[config.mk]
export PLATFORM = sky130hd
export DESIGN_NAME = trap_controller
export DESIGN_NICKNAME = d
export VERILOG_FILES = /design/src/rtl/trap_pkg.sv /design/src/rtl/trap_priority_encoder.sv /design/src/rtl/trap_controller.sv
export SDC_FILE = /design/constraint.sdc
export NUM_CORES = 1
export LEC_CHECK = 0
export BUFFER_PORTS_ARGS = -buffer_cell sky130_fd_sc_hd__buf_2
export CAP_MARGIN = 20
export CORE_AREA = 2 2 232 234
export CTS_CLUSTER_SIZE = 30
export DETAILED_ROUTE_END_ITERATION = 7
export DIE_AREA = 0 0 234 236
export PLACE_DENSITY = 0.48
export SYNTH_ARGS = -nofsm -noshare
export SYNTH_HDL_FRONTEND = slang
export SYNTH_HIERARCHICAL = 1
export SYNTH_SLANG_ARGS = --single-unit
export TNS_END_PERCENT = 10
[constraint.sdc]
create_clock -name clk -period 4.7 [get_ports clk]
set_input_delay 0.94 -clock clk [delete_from_list [all_inputs] [get_ports clk]]
set_output_delay 0.94 -clock clk [all_outputs]
set_load 0.005 [all_outputs]
[src/rtl/trap_pkg.sv]
// trap_pkg: shared FSM state type, cause codes and CSR field constants
// for machine-mode trap sequencing.
package trap_pkg;

    typedef enum logic [2:0] {
        IDLE,
        FLUSH,
        ENTER,
        RETURN,
        REDIRECT
    } state_t;

    localparam logic [3:0] SSI     = 4'd1;
    localparam logic [3:0] MSI     = 4'd3;
    localparam logic [3:0] STI     = 4'd5;
    localparam logic [3:0] MTI     = 4'd7;
    localparam logic [3:0] SEI     = 4'd9;
    localparam logic [3:0] MEI     = 4'd11;
    localparam logic [3:0] ECALL_M = 4'd11;

    // Interrupt priority, highest first; unnamed causes follow lowest index first.
    localparam logic [3:0] IRQ_ORDER [16] = '{
        MEI, MSI, MTI, SEI, SSI, STI,
        4'd0, 4'd2, 4'd4, 4'd6, 4'd8, 4'd10, 4'd12, 4'd13, 4'd14, 4'd15
    };

    localparam logic [1:0] MTVEC_VECTORED = 2'b01;
    localparam int         MSTATUS_MIE    = 3;

endpackage

[src/rtl/trap_priority_encoder.sv]
// trap_priority_encoder: picks one trap cause; exceptions (lowest index)
// beat interrupts (fixed priority order).
module trap_priority_encoder
    import trap_pkg::*;
(
    input  logic [15:0] excReq,
    input  logic [15:0] irqMasked,
    input  logic        takeIrq,
    output logic        valid,
    output logic        isIrq,
    output logic [3:0]  cause
);

    logic [3:0] excCause;
    logic [3:0] irqCause;

    // Scan from lowest priority up so the highest-priority hit is written last.
    always_comb begin
        excCause = '0;
        irqCause = '0;
        for (int i = 15; i >= 0; i--) begin
            excCause = excReq[i] ? 4'(i) : excCause;
            irqCause = irqMasked[IRQ_ORDER[i]] ? IRQ_ORDER[i] : irqCause;
        end
    end

    assign isIrq = ~|excReq;
    assign valid = |excReq || (takeIrq && |irqMasked);
    assign cause = isIrq ? irqCause : excCause;

endmodule

[src/rtl/trap_controller.sv]
// trap_controller: sequences machine-mode trap entry (flush, CSR update,
// vector redirect) and mret return; every output is registered.
module trap_controller
    import trap_pkg::*;
#(
    parameter int N = 64
) (
    input  logic         clk,
    input  logic         reset,
    input  logic [15:0]  excReq,
    input  logic [N-1:0] excPC,
    input  logic [N-1:0] nextPC,
    input  logic [15:0]  irqPending,
    input  logic [15:0]  irqEnable,
    input  logic [N-1:0] mstatus,
    input  logic [1:0]   currentMode,
    input  logic [N-1:0] mtvec,
    input  logic [N-1:0] mepcIn,
    input  logic         mretReq,
    input  logic         redirectAck,
    output logic         busy,
    output logic         flush,
    output logic [15:0]  trapTrigger,
    output logic         trapReturn,
    output logic         mepcWrite,
    output logic [N-1:0] mepcOut,
    output logic         mcauseWrite,
    output logic [N-1:0] mcauseOut,
    output logic         redirectValid,
    output logic [N-1:0] redirectPC
);

    state_t       state, stateNext;
    logic [3:0]   cause, causeNext;
    logic         isIrq, isIrqNext;
    logic [N-1:0] epc, epcNext;
    logic [N-1:0] target, targetNext;

    logic         busyNext, flushNext, trapReturnNext, mepcWriteNext, mcauseWriteNext, redirectValidNext;
    logic [15:0]  trapTriggerNext;
    logic [N-1:0] mepcOutNext, mcauseOutNext, redirectPCNext;

    logic         takeIrq, selValid, selIsIrq;
    logic [3:0]   selCause;
    logic [15:0]  irqMasked;
    logic [N-1:0] base, vecTarget;
    logic         unusedOk;

    assign irqMasked = irqPending & irqEnable;
    assign takeIrq   = |irqMasked && (currentMode != 2'b11 || mstatus[MSTATUS_MIE]);
    assign base      = {mtvec[N-1:2], 2'b00};
    assign vecTarget = (mtvec[1:0] == MTVEC_VECTORED && isIrq) ? base + {{(N-6){1'b0}}, cause, 2'b00} : base;
    assign unusedOk  = ^{mstatus[N-1:MSTATUS_MIE+1], mstatus[MSTATUS_MIE-1:0], epc[1:0]};

    trap_priority_encoder u_prio (
        .excReq    (excReq),
        .irqMasked (irqMasked),
        .takeIrq   (takeIrq),
        .valid     (selValid),
        .isIrq     (selIsIrq),
        .cause     (selCause)
    );

    // Next-state logic also produces next-cycle output values so that all
    // outputs come straight from flops.
    always_comb begin
        stateNext         = state;
        causeNext         = cause;
        isIrqNext         = isIrq;
        epcNext           = epc;
        targetNext        = target;
        busyNext          = 1'b0;
        flushNext         = 1'b0;
        trapTriggerNext   = '0;
        trapReturnNext    = 1'b0;
        mepcWriteNext     = 1'b0;
        mepcOutNext       = '0;
        mcauseWriteNext   = 1'b0;
        mcauseOutNext     = '0;
        redirectValidNext = 1'b0;
        redirectPCNext    = '0;
        case (state)
            IDLE: begin
                if (selValid) begin
                    stateNext = FLUSH;
                    causeNext = selCause;
                    isIrqNext = selIsIrq;
                    epcNext   = selIsIrq ? nextPC : excPC;
                    flushNext = 1'b1;
                    busyNext  = 1'b1;
                end else if (mretReq) begin
                    stateNext      = RETURN;
                    targetNext     = mepcIn;
                    trapReturnNext = 1'b1;
                    flushNext      = 1'b1;
                    busyNext       = 1'b1;
                end
            end
            FLUSH: begin
                stateNext       = ENTER;
                busyNext        = 1'b1;
                trapTriggerNext = 16'(1) << cause;
                mepcWriteNext   = 1'b1;
                mepcOutNext     = {epc[N-1:2], 2'b00};
                mcauseWriteNext = 1'b1;
                mcauseOutNext   = {isIrq, {(N-5){1'b0}}, cause};
            end
            ENTER: begin
                stateNext         = REDIRECT;
                targetNext        = vecTarget;
                busyNext          = 1'b1;
                redirectValidNext = 1'b1;
                redirectPCNext    = vecTarget;
            end
            RETURN: begin
                stateNext         = REDIRECT;
                busyNext          = 1'b1;
                redirectValidNext = 1'b1;
                redirectPCNext    = target;
            end
            REDIRECT: begin
                stateNext         = redirectAck ? IDLE : REDIRECT;
                busyNext          = ~redirectAck;
                redirectValidNext = ~redirectAck;
                redirectPCNext    = redirectAck ? '0 : target;
            end
            default: stateNext = IDLE;
        endcase
    end

    always_ff @(posedge clk) begin
        if (!reset) begin
            state         <= IDLE;
            cause         <= '0;
            isIrq         <= 1'b0;
            epc           <= '0;
            target        <= '0;
            busy          <= 1'b0;
            flush         <= 1'b0;
            trapTrigger   <= '0;
            trapReturn    <= 1'b0;
            mepcWrite     <= 1'b0;
            mepcOut       <= '0;
            mcauseWrite   <= 1'b0;
            mcauseOut     <= '0;
            redirectValid <= 1'b0;
            redirectPC    <= '0;
        end else begin
            state         <= stateNext;
            cause         <= causeNext;
            isIrq         <= isIrqNext;
            epc           <= epcNext;
            target        <= targetNext;
            busy          <= busyNext;
            flush         <= flushNext;
            trapTrigger   <= trapTriggerNext;
            trapReturn    <= trapReturnNext;
            mepcWrite     <= mepcWriteNext;
            mepcOut       <= mepcOutNext;
            mcauseWrite   <= mcauseWriteNext;
            mcauseOut     <= mcauseOutNext;
            redirectValid <= redirectValidNext;
            redirectPC    <= redirectPCNext;
        end
    end

endmodule

# Yosys cells after proc, flatten, opt, wreduce, memory -nomap -nowiden
# Index checks and enable logic that the tools add are counted.
# totals
register_bits	349
latch_bits	0
ramBits	0
rom_bits	0
in_bits	374
output_inout_bits	214
word_cells	97
mem_count	0
# classes
n_addsub	1
n_mul	0
div_mod_pow	0
order_cmp	0
n_eq_ne	9
shift	1
n_mux	49
n_bitwise	4
n_reduce_logical	17
# ops
cell	count
64-bit 2-to-1 mux	5
64-bit one-hot mux with 3 select lines	1
4-bit 2-to-1 mux	33
64-bit one-hot mux with 2 select lines	1
64-bit by 6-bit adder with 64-bit output	1
16-bit OR reduction	2
16-bit AND	1
1-bit by 4-bit << shifter with 16-bit output (first input constant)	1
3-bit one-hot mux with 4 select lines	1
3-bit 2-to-1 mux	3
3-bit by 2-bit == test with 1-bit output (second input constant)	2
2-bit != test (second input constant)	3
2-bit AND reduction	3
3-bit OR reduction	2
3-bit by 1-bit == test with 1-bit output (second input constant)	1
3-bit == test (second input constant)	1
1-bit logical AND	3
3-bit logical NOT	1
1-bit 2-to-1 mux	3
3-bit != test (second input constant)	1
1-bit NOT	3
1-bit one-hot mux with 3 select lines	1
3-bit AND reduction	1
2-bit by 1-bit == test with 1-bit output (second input constant)	1
5 further kinds	6

# Logic depth before layout (Yosys ltp)
# Gate-level depths: netlist of run 1.
# depth
word_depth	18
depth_mapped	14
mapped_depth_nobuf	12

# By module
# Netlist of run 1, hierarchy kept.
# by_module_without_submodules
module	n_inst	cells_per_inst	area_each_um2
trap_controller	1	1364	12403.1
trap_priority_encoder	1	65	354.1

# Worst setup path after synthesis of run 1
# No wires, ideal clock.
# synth_timing
kind	input port to flip-flop
start	input irqPending[5]
end	register target[33]
setup_time_ns	0.086
arrival_ns	3.511
required_ns	4.614
setup_slack_ns	1.103
cell_stages	12
path_cell_list	and2_1 or4_1 or4_1 o22a_1 o21ai_0 nand2_1 nor2b_1 o21a_1 clkbuf_1 buf_1 o21ai_0 a211oi_1
# synth_between
elab_chain_len	7
# synth_rtl
item	line	text
start: declaration	trap_controller.sv:13	input logic [15:0] irqPending,
16-bit AND	trap_controller.sv:49	assign irqMasked = irqPending & irqEnable;
16-bit OR reduction	trap_controller.sv:50	assign takeIrq = |irqMasked && (currentMode != 2'b11 || mstatus[MSTATUS_MIE]);
1-bit logical AND	trap_controller.sv:50	
via takeIrq	trap_controller.sv:43	logic takeIrq, selValid, selIsIrq;
1-bit logical AND	trap_priority_encoder.sv:28	assign valid = |excReq || (takeIrq && |irqMasked);
1-bit logical OR	trap_priority_encoder.sv:28	
via selValid	trap_controller.sv:43	
2-bit != test (no source line)	n/a	
3-bit AND reduction (no source line)	n/a	
end signal: assignment	trap_controller.sv:153	target <= targetNext;
end: declaration	trap_controller.sv:37	logic [N-1:0] target, targetNext;
# The timed path passes the listed nets, and every way through them passes these cells.
# A chain may end at the register's enable or synchronous reset.

# Worst setup path after layout of run 1
# layout_timing
start	input irqPending[5]
end	register target[61]
# layout_between
elab_chain_len	7
# layout_rtl
item	line	text
16-bit AND	trap_controller.sv:49	
via irqMasked[5]	trap_controller.sv:45	logic [15:0] irqMasked;
16-bit OR reduction	trap_controller.sv:50	
1-bit logical AND	trap_controller.sv:50	
via takeIrq	trap_controller.sv:43	
1-bit logical AND	trap_priority_encoder.sv:28	
1-bit logical OR	trap_priority_encoder.sv:28	
via selValid	trap_controller.sv:43	
2-bit != test (no source line)	n/a	
3-bit AND reduction (no source line)	n/a	
# The timed path passes the listed nets, and every way through them passes these cells.

==> reports/results.ini, run 1 <==
[clock_network]
path_clk_slew_ns = 0.06
cts_buffers = 35
h-tree-depth = 2
post_cts_buffers = 0
cts_tree = done
ctsLongestPathBuffers = 3
root_buffer = clkbuf_16
clock_sinks = 286
ctsHoldBuffers = 0
clk_latency_ns = 0.54
post_cts_resized = 0

[timing]
finClkSkew_ns = 0.0170
max_slew_margin_pct = 31.1
fmax_ghz = 0.283
worstMarginPinSlew_ns = 1.03
fin_tns_setup_ns = 0
rsz0062_at_grt = false
timing.final.ws_setup_ns = 1.16
period_needed_ns = 3.54
slew_violations = 0
hold_viol = 0
timing.final.crit_share_pct = 75.2
setup_viol = 0
hold_ws_ns = 0.444

[floorplan]
start_util_pct = 24.0
die_x_um = 234
top_level_ports = 588
fp.dieH_um = 236
num_rows = 85
coreArea_sq_um = 53100
die-area_sq_um = 55200

[worst_setup_path]
cp_common_cell = or4_1
slowest_stage = or4_1
rr_startpoint = cause[0]
crit_type = primary input to flop
crit_chain = buf_2, and2_1, or4_1, or4_1, o22a_1, o21ai_0, nand2_1, nor2b_1, o21ai_4, buf_12, or3_1, o211ai_1, a21oi_1
worstRegToRegCells = 9
rrSetupSlack_ns = 1.41
cp-end-kind = flop
crit_fanout = 34
crit_required_ns = 5.10
critPathArrivalTime_ns = 3.93
r2r-end = redirectPC[38]
worstSetupStartpointType = primary input
cpPeakStageDelay_ns = 0.53

[detailed_routing]
drt_pass1_iterations = 5
drt.antenna.violating_nets = 0
wirelength_um = 44500
via_count = 11800
routedWlPerCell_um = 17.3
vias_per_cell = 4.59
drc = 0
first_iter_violations = 578

[cells_and_area]
fillers = 5637
final_layout_size_suffix_gt1_share_pct = 30.3
multi_input_area_sq_um = 6400
finish.instance_area_sq_um = 16800
syn_to_final_growth_pct = 31.5
nets = 2227
fin_cells = 2573
ff_latch_area_sq_um = 5730
fin_util_pct = 31.6

[grt]
grt_max_degree = 125
antenna_found_initial = 4
grt_pass1_vias = 11300
grt_pass1_wl_um = 66200
grt.total_usage_pct = 15.5
grt_overflow = 0

[synthesis]
ys_warn_count = 6
ys_types = 65
synth_cells = 1429
yosys-top-cells-count = 286 x dfxtp_1, 185 x nand2_1, 89 x a21oi_1, 89 x and2_1, 86 x clkbuf_1
synth_area_sq_um = 12800
ys_seq_area_share_pct = 44.9
synth_top_area_share_pct = 44.9
synthTopCellsByArea = dfxtp_1 45%, nand2_1 5.4%, mux2i_1 5.3%
ys_seq_elements = 286
yosysMostFrequentCell = dfxtp_1
synth-edff-count = 0
synth_ff_type = dfxtp_1
synth_top_area_cell = dfxtp_1
async_flop_share_pct = 0
syn_avg_cell_area_sq_um = 8.93

[power_and_ir_drop]
leakage_nw = 7.62
vdd_ir_drop_max_mv = 0.207
power_mw = 6.06
power_density_nw_per_um2 = 361

[outcome]
status = completed

[place]
dp.cells = 2506
pre_cts_slack_ns = 0.567
gp_congestion = 0.861
portBuffers = 459
dp_hpwl_um = 33000
dpl-instance-area_sq_um = 15600

[hold_path]
hold_path_end = redirectPC[37]
min-delay-path-class = flop to flop
hp-start = target[37]
hold_depth = 2

[run]
drv_cap = 0

## kinds of logic (layout without fill, tap and decap cells)
family | Yosys count | count (layout) | share of synthesized area (%)
and+or+nand+nor | 533 | 533 | 22.2
AOI/OAI and AO/OA | 304 | 304 | 16.0
DFF | 286 | 286 | 44.9
buffers and inverters | 176 | 561 | 7.13
muxes | 68 | 68 | 5.35
xor gates and xnor gates | 56 | 56 | 3.84
adders and majority gates | 5 | 5 | 0.549
other | 1 | 64 | 0.0294
## worst max-delay path, delay by kind of cell
family	cells	cell delay, ns
buffers and inverters	2	0.30
and+or+nand+nor	6	2.01
AOI/OAI and AO/OA	5	0.64
## power by group
part	switching (mW)	internal (mW)
Combinational	0.379	0.283
Sequential	0.0585	2.56
Clock	1.07	1.72
Total	1.51	4.56
## sequential cells by signal (all words and copies together), names as in the netlist
| signal | flops |
|---|---|
| redirectValid | 1 |
| flush | 1 |
| trapTrigger | 16 |
| busy | 1 |
| state | 3 |
| mcauseOut | 5 |
| trapReturn | 1 |
| isIrq | 1 |
| redirectPC | 64 |
| epc | 62 |
| target | 64 |
| mcauseWrite | 1 |
| mepcOut | 62 |
| cause | 4 |
## routing by layer
| layer | track usage [%] | part of all wire (%) | vias to the layer above |
|---|---|---|---|
| li1 | - | - | 5737 |
| met2 | 25.6 | 48 | 344 |
| met3 | 2.70 | 5.7 | 59 |
| met1 | 20.2 | 44 | 5680 |
| met4 | 5.39 | 2.4 | 0 |
| met5 | 0 | 0 | - |
## area by class of cell
cell class              instances  share of cell area [%]
well taps                     696                    5.19
multi-input cells            1027                    38.2
clock inverters                11                   0.828
diodes                          3                  0.0448
inverters                      17                   0.380
repair buffers                481                    15.0
clock buffers                  52                    6.27
flip-flops and latches        286                    34.1
## worst max path at each step
stage                              from          to  slack, ns  depth (start not counted)
after floorplan           irqPending[5]  target[33]       1.10                         12
after global placement    irqPending[5]   target[2]       0.45                         13
after detailed placement  irqPending[5]  target[61]       0.57                         13
after CTS                 irqPending[5]  target[19]       1.14                         13
after global routing      irqPending[5]  target[48]       1.00                         13
final                     irqPending[5]  target[61]       1.16                         13
## layout by cell type, fill, tap and decap left out, types with 4 or more instances in the layout
| master | n |
|---|---|
| and4_1 | 9 |
| nand2_1 | 183 |
| buf_12 | 4 |
| o21ai_1 | 23 |
| nor2_1 | 50 |
| nor4b_1 | 5 |
| nor2b_1 | 10 |
| xor2_1 | 27 |
| o211ai_1 | 31 |
| nor3_1 | 28 |
| clkbuf_1 | 8 |
| dfxtp_1 | 286 |
| nand3_1 | 46 |
| mux2i_1 | 67 |
| nand4_1 | 17 |
| and3_1 | 6 |
| conb_1 | 61 |
| nor4_1 | 18 |
| clkbuf_16 | 37 |
| a21oi_1 | 89 |
| or4_1 | 5 |
| clkbuf_8 | 7 |
| or3_1 | 29 |
| inv_1 | 17 |
| nor4_2 | 5 |
| o21ai_0 | 56 |
| buf_2 | 458 |
| xnor2_1 | 29 |
| o21a_1 | 4 |
| o211a_1 | 62 |
| clkinv_2 | 5 |
| buf_4 | 19 |
| o221ai_1 | 8 |
| a22oi_1 | 4 |
| ha_1 | 4 |
| and2_1 | 88 |
Note: power is estimated with default switching activity, not from simulation.
==> run 2, diff against run 1 <==
clock period = 3.29 ns   (was 4.7 ns; I/O delays follow)
==> run 2 against run 1 <==
Net effect: critical path depth up 2; non-clock buffer count up 35; via count up 1.4%.
==> reports/results.ini, run 2 (synthesized netlist as in run 1, its figures left out) <==
[place]
pre_cts_slack_ns = -0.284
portBuffers = 459
dpl-instance-area_sq_um = 15900
dp_hpwl_um = 34400
dp.cells = 2542
gp_congestion = 0.838

[worst_setup_path]
crit_fanout = 39
critical_path.top_delay_family = simple AND/OR/NAND/NOR gates
crit_type = primary input to flop
slowest_stage = nor4_1
worstSetupStartpointType = primary input
worstRegToRegCells = 10
crit_required_ns = 3.69
cpPeakStageDelay_ns = 0.39
crit_chain = buf_2, and2_1, buf_4, or3_1, nor4_1, nand3_1, o21ai_0, nand2_1, nor2b_1, buf_4, o21ai_4, buf_12, or3_1, o211ai_1, a21oi_1
cp-end-kind = flop
critPathArrivalTime_ns = 3.46
path_buf_inv = 4
cp.depth = 15

[hold_path]
hold_depth = 3
min-delay-path-class = primary input to flop

[detailed_routing]
vias_per_cell = 4.61
via_count = 12000
routedWlPerCell_um = 17.5
first_iter_violations = 594
drt.antenna.violating_nets = 0
drc = 0
drt_pass1_iterations = 5
wirelength_um = 45500

[floorplan]
coreArea_sq_um = 53100
fp.dieH_um = 236
start_util_pct = 24.0
top_level_ports = 588
die_x_um = 234
die-area_sq_um = 55200
num_rows = 85

[cells_and_area]
final_layout_size_suffix_gt1_share_pct = 31.5
syn_to_final_growth_pct = 33.5
fin_cells = 2602
fin_util_pct = 32.1
fillers = 5617
layout.cells.most_common = buf_2
nets = 2262
reg_top3 = redirectPC: 64 flops, target: 64 flops
final_cell_mix = 458 x buf_2, 286 x dfxtp_1, 183 x nand2_1
finish.instance_area_sq_um = 17000

[timing]
slew_violations = 0
hold_viol = 0
timing.final.crit_share_pct = 93.0
max_slew_margin_pct = 33.3
finClkSkew_ns = 0.00943
hold_ws_ns = 0.397
rsz0062_at_grt = false
setup_viol = 0
period_needed_ns = 3.06
worstMarginPinSlew_ns = 0.997
fmax_ghz = 0.327
timing.final.ws_setup_ns = 0.230
fin_tns_setup_ns = 0

[grt]
grt_pass1_vias = 11700
grt_pass1_wl_um = 67500
grt_overflow = 0
antenna_found_initial = 5
grt_busiest_layer = met2
grt_use_met3_pct = 2.93
grt_max_degree = 74
use_met2_pct = 25.8
grt.total_usage_pct = 15.7
use_met1_pct = 20.6

[run]
drv_cap = 0

[clock_network]
cts_tree = done
h-tree-depth = 2
ctsHoldBuffers = 0
cts_buffers = 35
clock_sinks = 286
post_cts_buffers = 0
root_buffer = clkbuf_16
ctsLongestPathBuffers = 3
post_cts_resized = 0
clk_latency_ns = 0.53
path_clk_slew_ns = 0.05

[power_and_ir_drop]
power_density_nw_per_um2 = 505
power_mw = 8.61
leakage_nw = 7.77
vdd_ir_drop_max_mv = 0.232

[outcome]
status = completed

[run 2: cell count changes in the layout (fill, tap and decap cells not counted), sizes merged]
cell / previous run / this run
clkinvlp: 2 / 1
clkinv: 5 / 3
diode: 3 / 5
inv: 18 / 20
clkbuf: 52 / 44
buf: 481 / 516
bufinv: 3 / 4
[run 2: area by class of cell]
type	instances	area, sq um	share of cell area (%)
Timing Repair Buffer	516	2830	16.6
Inverter	17	63.8	0.375
Multi-Input combinational cell	1027	6400	37.6
Clock inverter	11	169	0.992
Antenna cell	5	12.5	0.0735
Tap cell	696	871	5.11
Clock buffer	44	960	5.64
Sequential cell	286	5730	33.6
[run 2: path summary, 6_finish.rpt]
kind             startpoint        endpoint  slack, ns
min               mepcIn[1]       target[1]       0.40
max          irqPending[11]      target[45]       0.23
min reg2reg         epc[56]     mepcOut[56]       0.45
max reg2reg        cause[0]  redirectPC[38]       0.31
[run 2: layer usage]
metal,up-vias,share of wire (%)
li1,5800,-
met1,5732,44
met2,398,48
met3,57,5.9
met4,0,2.3
met5,-,0
[run 2: power by group]
part	internal (mW)	total [mW]	leakage (nW)	switching (mW)
Clock	2.37	3.88	0.554	1.51
Combinational	0.439	0.999	4.89	0.560
Sequential	3.65	3.73	2.33	0.0809
Total	6.46	8.61	7.77	2.15
[run 2: worst register-to-register path, delay by kind of cell (launching register included)]
| family | cells | cell delay (ns) |
|---|---|---|
| flops | 1 | 0.34 |
| fa+ha+maj | 2 | 0.57 |
| simple gates | 2 | 0.68 |
| buf+inv | 2 | 0.25 |
| compound gates | 4 | 0.98 |
==> run 3, diff against run 2 <==
ABC_AREA = 1   (was unset)
CORE_AREA = 2 2 229 231   (was 2 2 232 234)
DIE_AREA = 0 0 231 233   (was 0 0 234 236)
PLACE_DENSITY = 0.51   (was 0.48)
==> run 3 against run 2 <==
Net effect: non-clock buffer count is 33 lower; first-iteration DRC count is 15% higher; die area shrank 2.5%; total power grew 5.7%; clock power fell by 2%; sequential share of layout area fell by 0.87 points.
==> reports/results.ini, run 3 <==
[outcome]
status = completed

[grt]
antenna_found_initial = 14
grt_max_degree = 128
grt_overflow = 0
grt_pass1_wl_um = 77200
grt.total_usage_pct = 18.5
grt_pass1_vias = 13400

[clock_network]
cts_buffers = 34
clk_latency_ns = 0.54
cts_tree = done
ctsLongestPathBuffers = 3
ctsHoldBuffers = 0
root_buffer = clkbuf_16
post_cts_buffers = 0
post_cts_resized = 0
path_clk_slew_ns = 0.06
clock_sinks = 286
h-tree-depth = 2

[cells_and_area]
syn_to_final_growth_pct = 29.1
layout.cells.most_common = buf_2
final_cell_mix = 459 x buf_2, 286 x dfxtp_1, 253 x nand2_1
nets = 2664
reg_top3 = redirectPC: 64 flops, target: 64 flops
final_layout_size_suffix_gt1_share_pct = 27.0

[detailed_routing]
via_count = 13700
wirelength_um = 51400
first_iter_violations = 684
vias_per_cell = 4.58
drt.antenna.violating_nets = 0
drt_pass1_iterations = 5
drc = 0
routedWlPerCell_um = 17.2

[timing]
fmax_ghz = 0.372
timing.final.crit_share_pct = 81.6
slew_violations = 0
worstMarginPinSlew_ns = 1.01
finClkSkew_ns = 0.0192
timing.final.ws_setup_ns = 0.605
max_slew_margin_pct = 32.5
hold_viol = 0
rsz0062_at_grt = false
period_needed_ns = 2.68
fin_tns_setup_ns = 0
setup_viol = 0

[floorplan]
coreArea_sq_um = 51100
fp.dieH_um = 233
die_x_um = 231
die-area_sq_um = 53800
start_util_pct = 26.5
top_level_ports = 588
num_rows = 83

[synthesis]
ys_types = 47
synthTopCellsByArea = dfxtp_1 42%, a21oi_1 7.4%, nand2_1 7.1%
synth_area_sq_um = 13500
ys_seq_area_share_pct = 42.3
syn_avg_cell_area_sq_um = 7.29
synth_ff_type = dfxtp_1
synth-edff-count = 0
async_flop_share_pct = 0
synth_top_area_share_pct = 42.3
yosys-top-cells-count = 286 x dfxtp_1, 256 x nand2_1, 237 x inv_1, 234 x nor2_1, 199 x a21oi_1
ys_warn_count = 6
synth_top_area_cell = dfxtp_1
yosysMostFrequentCell = dfxtp_1
ys_seq_elements = 286
synth_cells = 1858

[run]
drv_cap = 0

[power_and_ir_drop]
leakage_nw = 8.09
vdd_ir_drop_max_mv = 0.354
power_density_nw_per_um2 = 521

[worst_setup_path]
rr_startpoint = cause[0]
critPathArrivalTime_ns = 3.14
crit_fanout = 18
cp-end-kind = flop
crit_type = primary input to flop
worstSetupStartpointType = primary input
crit_start = irqPending[5]
crit_required_ns = 3.75

[place]
gp_congestion = 0.888
dp_hpwl_um = 40000
pre_cts_slack_ns = 0.0254
portBuffers = 459

[hold_path]
hp-start = redirectAck
min-delay-path-class = primary input to flop

## run 3: logic make-up (layout without fill, tap and decap cells)
logic type / count (synthesis) / count (layout) / synth area share [%]
AOI/OAI and AO/OA: 442 / 442 / 19.3
xor gates and xnor gates: 2 / 2 / 0.129
adders and majority gates: 5 / 5 / 0.518
buffers and inverters: 401 / 790 / 13.3
DFF: 286 / 286 / 42.3
other: 1 / 65 / 0.0277
and+or+nand+nor: 721 / 721 / 24.5
## run 3: where the power goes
part / switching [mW] / internal [mW]
clock: 1.54 / 2.28
sequential: 0.0948 / 3.73
combinational: 0.944 / 0.513
total: 2.58 / 6.52
## run 3: worst max-delay path, cell delays in order
cell,delay (ns)
buf_2,0.09
nand2_1,0.05
inv_1,0.08
nor3_1,0.27
nand3_1,0.14
o31ai_1,0.30
nand2_1,0.24
inv_1,0.13
nand2_1,0.07
nand2_1,0.11
o21ai_4,0.08
inv_2,0.41
buf_4,0.24
o21ai_0,0.08
a21oi_1,0.16
## run 3: final cells by class
class	count	area [sq um]
Antenna cell	4	10.0
Inverter	249	935
Multi-Input combinational cell	1231	6280
Clock inverter	14	176
Tap cell	680	851
Sequential cell	286	5730
Clock buffer	44	948
Timing Repair Buffer	483	2550
Fill cell	5589	33600
## run 3: per-stage QoR
step           util [%]  power [mW]  std cells  hold slack, ns  instance area (sq um)
4_1_cts            34.2        9.21       2987           0.291                  17500
3_3_place_gp       32.0        5.34       2929           0.427                  16300
3_5_place_dp       32.0        5.36       2929           0.424                  16300
6_report           34.2        9.10       2991           0.328                  17500
2_1_floorplan         -        4.79       1918           0.416                  13800
5_1_grt            34.2        9.56       2989           0.305                  17500
## run 3: path summary, 6_finish.rpt
check	to	slack [ns]	cells after the start
max reg2reg	target[62]	0.71	12
max	target[32]	0.61	15
min reg2reg	redirectPC[1]	0.44	2
min	busy	0.33	2
## run 3: routing by layer
metal | wire (um) | part of all wire [%] | vias up | global-route usage, %
met4 | 1070 | 2.1 | 10 | 4.35
met2 | 24700 | 48 | 492 | 31.9
met3 | 3840 | 7.5 | 84 | 5.12
met1 | 21700 | 42 | 6265 | 22.9
met5 | 68 | 0.13 | - | 0
li1 | - | - | 6858 | -
